[config.mk]
export PLATFORM = sky130hd
export DESIGN_NAME = key_sched_ctrl
export DESIGN_NICKNAME = d
export VERILOG_FILES = /design/src/rtl/key_sched_ctrl.sv
export SDC_FILE = /design/constraint.sdc
export NUM_CORES = 2
export LEC_CHECK = 0
export ABC_CLOCK_PERIOD_IN_PS = 10500
export BUFFER_PORTS_ARGS = -buffer_cell sky130_fd_sc_hd__buf_4
export CORE_MARGIN = 3
export CORE_UTILIZATION = 40
export CTS_BUF_LIST = sky130_fd_sc_hd__clkbuf_8
export DETAILED_ROUTE_END_ITERATION = 16
export PLACE_DENSITY = 0.65
export SYNTH_ARGS = -nofsm -noshare
export SYNTH_HDL_FRONTEND = slang
export SYNTH_SLANG_ARGS = --single-unit
[constraint.sdc]
create_clock -name clk -period 10.5 [get_ports clk]
set_input_delay 0 -clock clk [delete_from_list [all_inputs] [get_ports clk]]
set_output_delay 0 -clock clk [all_outputs]
set_load 0.02 [all_outputs]
[src/rtl/key_sched_ctrl.sv]
// AES-128 round-key sequencer: loads the cipher key, drives an external expandKey
// block once per cycle, and keeps the NR+1 round keys behind a registered read port.
module key_sched_ctrl #(
    parameter int NR = 10,
    parameter int KW = 128,
    parameter int IW = 4
) (
    input  logic          clk,
    input  logic          rst,
    input  logic          start,
    input  logic [KW-1:0] key_in,
    output logic [KW-1:0] exp_word,
    output logic [7:0]    exp_count,
    input  logic [KW-1:0] exp_key,
    output logic          busy,
    output logic          done,
    output logic          keys_valid,
    input  logic [IW-1:0] rd_idx,
    input  logic          rd_en,
    output logic [KW-1:0] rd_key
);

    generate
        if (NR < 1 || NR > 255 || (1 << IW) < NR + 1) begin : g_bad_param
            $error("key_sched_ctrl: NR must be 1..255 and 2**IW >= NR+1");
        end
    endgenerate

    localparam logic [0:0]    IDLE     = 1'b0;
    localparam logic [0:0]    EXPAND   = 1'b1;
    localparam logic [7:0]    LAST_CNT = 8'(NR - 1);
    localparam logic [IW-1:0] MAX_IDX  = IW'(NR);

    logic [0:0]    state_q, state_d;
    logic [KW-1:0] word_q, word_d;
    logic [7:0]    count_q, count_d;
    logic          busy_q, busy_d;
    logic          done_q, done_d;
    logic          kv_q, kv_d;
    logic [KW-1:0] rd_key_q;
    logic [KW-1:0] rk_q [0:NR];

    logic          wr_en;
    logic [IW-1:0] wr_idx;
    logic [KW-1:0] wr_data;
    logic [7:0]    cnt_inc;

    assign cnt_inc = count_q + 8'd1;

    always_comb begin
        state_d = state_q;
        word_d  = word_q;
        count_d = count_q;
        busy_d  = busy_q;
        done_d  = 1'b0;
        kv_d    = kv_q;
        wr_en   = 1'b0;
        wr_idx  = '0;
        wr_data = '0;
        case (state_q)
            IDLE: begin
                if (start) begin
                    state_d = EXPAND;
                    word_d  = key_in;
                    count_d = 8'd0;
                    kv_d    = 1'b0;
                    busy_d  = 1'b1;
                    wr_en   = 1'b1;
                    wr_data = key_in;
                end
            end
            default: begin
                // Round key count+1 comes back from expandKey in the same cycle.
                wr_en   = 1'b1;
                wr_idx  = IW'(cnt_inc);
                wr_data = exp_key;
                word_d  = exp_key;
                if (count_q == LAST_CNT) begin
                    state_d = IDLE;
                    busy_d  = 1'b0;
                    done_d  = 1'b1;
                    kv_d    = 1'b1;
                    count_d = 8'd0;
                end else begin
                    count_d = cnt_inc;
                end
            end
        endcase
    end

    always_ff @(posedge clk) begin
        if (rst) begin
            state_q <= IDLE;
            word_q  <= '0;
            count_q <= 8'd0;
            busy_q  <= 1'b0;
            done_q  <= 1'b0;
            kv_q    <= 1'b0;
        end else begin
            state_q <= state_d;
            word_q  <= word_d;
            count_q <= count_d;
            busy_q  <= busy_d;
            done_q  <= done_d;
            kv_q    <= kv_d;
        end
    end

    // Store and read port share the edge; the read sees the pre-write contents.
    always_ff @(posedge clk) begin
        if (rst) begin
            for (int i = 0; i <= NR; i++) rk_q[i] <= '0;
            rd_key_q <= '0;
        end else begin
            if (wr_en) rk_q[wr_idx] <= wr_data;
            if (rd_en) rd_key_q <= (rd_idx <= MAX_IDX) ? rk_q[rd_idx] : '0;
        end
    end

    assign exp_word   = word_q;
    assign exp_count  = count_q;
    assign busy       = busy_q;
    assign done       = done_q;
    assign keys_valid = kv_q;
    assign rd_key     = rd_key_q;

endmodule
==> reports/summary.txt <==
Crit Path Max Fanout = 55
Post-Synth XOR/XNOR Area = 0.000371
CP dominant cell by count = buf_4
Worst-Skew Late Latency = 1.06 ns
H-tree lvl count = 5
die height = 427 um
Leak = 35.0 nW
FP Rows = 153
DIE WIDTH = 427 um
CTS resizes = 0
Synth area leader = edfxtp_1
ys async rst share = 0
switching pwr = 3.76 mW
flop-to-flop setup slack = 5.47 ns
CTS sink count = 1,676
first-pass GRT wire length = 345,000 um
Max-slew headroom = 0.220
DIE AREA = 0.182 mm2
Yosys reg bits = 1,676
top_reg_cell synth = edfxtp_1
CP max stage delay = 0.87 ns
largest family of logic cells by synthesized area = simple AND/OR/NAND/NOR gates
Power per Cell Area = 169 mW/mm2
final hold vios = 0
Residual DRC = 0
register area = 0.0464 mm2
RSZ-0062 raised after global routing = false
Initial Util = 0.405
final net count = 6,789
Clk pin slew, worst setup/hold paths = 0.07 ns
Worst Tran Pin Value = 1.17 ns
vias in the first global route = 52,579
# IOs = 531
power share of the combinational group = 0.109
compound-cell area share of the yosys netlist = 0.0744
GRT overflow = 0
Mapped Cells = 5,508
Routed WL per cell = 26.0 um
mapped cell area = 0.0708 mm2
Setup crit end kind = flip-flop
post-synthesis sequential area ratio = 0.655
Core Region = 0.175 mm2
VDD IR max = 0.150 mV
CTS tree = done
syn nets = 5,774
worst endpoint required time = 11.11 ns
Setup crit start kind = flip-flop
status = completed
commonest non-fill, non-tap cell in the layout = edfxtp_1
Cell variety after synth = 46
CP arrival = 5.64 ns
CP max-delay cell = nand2b_4
TNS Setup = 0 ns
area of the multi-input gates = 0.0217 mm2
Yosys top cell area share = 0.543
CTS Buf Count = 288
Final ANT Viol Nets = 0
Worst Clk Skew = 0.0730 ns
Post-synth EDFFs = 1,280
setup violators final = 0
fin crit share = 0.479
share of layout cells above drive strength 1 = 0.199
detailed router's first-iteration violation count = 5,118
PortBufs = 530
drt pass-1 iters = 6
share of total power in sequential cells = 0.512
cts hold-fix bufs = 552
worst-path cell chain = and3_1, mux2i_1, nand3_4, nand2b_4, buf_4, buf_4
routed vias = 50,296
post-layout min period = 5.03 ns
synthesized area per cell = 12.9 um2
root buf cell = clkbuf_8
Hold WC Path Type = primary input to flip-flop
Max-cap violations = 0
Max clock buf depth = 4
All-Layer GR Usage = 0.254
Post-CTS Setup Inserts = 0
Final Non-Filler Cells = 9,071
Area contributors post-synth = edfxtp_1 54%, dfxtp_1 11%, mux2i_1 7.3%, nor2_1 6.3%, mux4_2 4.1%
post-DP HPWL = 121,000 um
final core utilization = 0.502
commonest cells after routing, fill and taps aside = 1,280 x edfxtp_1, 1,180 x nor2_1, 705 x buf_4, 552 x dlygate4sd3_1, 513 x mux2i_1
largest net degree at the start of global routing = 156
area grow syn2layout = 24.1%
final wirelength = 236,000 um
internal power = 11.1 mW
simple-gate portion of the synthesized area = 0.115
Inst Count DP = 8,006
initial antenna violation count = 7
Achievable Freq = 199 MHz
FILL cells = 14,706
sw frac = 0.254
multiplexer area fraction after synthesis = 0.113
GP Congestion = 0.826
Clk pwr share = 0.378
synth warn = 0
Post-Synth Adder-Cell Area = 0.000353
Final Slew Violations = 0
Setup CP Type = flip-flop to flip-flop
Avg Vias per Cell = 5.54
[sequential cells by signal, indices dropped and copies added (netlist names)]
name / cells
keys_valid: 1
rk_q: 1408
exp_count: 8
state_q: 1
exp_word: 128
rd_key: 128
done: 1
busy: 1
[logic make-up (layout without fill, tap and decap cells)]
kind of cell | count (synthesis) | count (layout)
AND/OR/NAND/NOR | 1850 | 1850
XOR/XNOR | 3 | 3
AO/OA/AOI/OAI | 662 | 662
other | 0 | 9
buffers and inverters | 673 | 1902
adder cells (fa/ha/maj) | 2 | 2
multiplexers | 642 | 642
flip-flops | 1676 | 1676
[power groups by stage]
stage,clock (mW),combinational (mW),sequential [mW]
2_1_floorplan,0,0.677,7.81
3_3_place_gp,0,1.38,7.71
3_5_place_dp,0,1.39,7.73
4_1_cts,5.70,1.60,7.59
5_1_grt,6.00,1.71,7.61
6_report,5.60,1.62,7.59
[path summary, 6_finish.rpt]
check,startpoint,end,cells after the start
setup / recovery,exp_count[0]$_SDFFE_PP0P_,rk_q[3][75]$_SDFFCE_PN0P_,6
hold / removal,exp_key[18],rk_q[1][18]$_SDFFCE_PN0P_,5
setup reg to reg,exp_count[0]$_SDFFE_PP0P_,rk_q[3][75]$_SDFFCE_PN0P_,6
hold reg to reg,exp_word[69]$_SDFFE_PP0P_,exp_word[69]$_SDFFE_PP0P_,2
[synthesized netlist by cell type (5+ instances only)]
cell type and number:
a21oi_1 6, a22oi_1 129, a31oi_1 5, buf_1 24
buf_12 11, buf_2 142, clkbuf_1 359, dfxtp_1 396
edfxtp_1 1280, inv_1 130, mux2i_1 513, mux4_2 128
nand2_1 390, nand2b_1 139, nand3_1 7, nor2_1 1181
nor2_2 7, nor2_4 103, o211a_1 128, o21ai_0 131
o221ai_1 128, o32ai_1 129
[metal layers]
metal | track usage | wire length (um) | up-vias
met5 | 0 | 13 | -
met4 | 0.151 | 15400 | 2
met1 | 0.299 | 86700 | 25303
li1 | - | - | 21863
met2 | 0.431 | 116000 | 2448
met3 | 0.0511 | 17600 | 680
[stage by stage]
| step | setup slack [ns] | hold slack (ns) | power (mW) | area, um2 |
|---|---|---|---|---|
| floorplan | 3.90 | 0.221 | 8.48 | 70800 |
| CTS | 5.49 | 0.000790 | 14.9 | 87800 |
| detailed placement | 5.54 | 0.403 | 9.11 | 76900 |
| global route | 5.20 | 0.0583 | 15.3 | 87800 |
| finish | 5.47 | 0.0862 | 14.8 | 87900 |
| global placement | 5.58 | 0.404 | 9.09 | 76900 |
[critical path: cells and delay by family, from the launching register on]
family                 cells  cell delay [ns]
flip-flops                 1             0.45
multiplexers               1             0.79
AND/OR/NAND/NOR            3             1.84
buffers and inverters      2             1.45
[area by class of cell]
cell class	instances	share of cell area
clock buffer	341	0.0534
clock inverter	163	0.00792
timing repair buffer	1268	0.125
inverter	130	0.00555
tap	2325	0.0331
antenna	9	0.000256
multi-input combinational	3159	0.247
sequential	1676	0.528
Note: power is estimated with default switching activity, not from simulation.
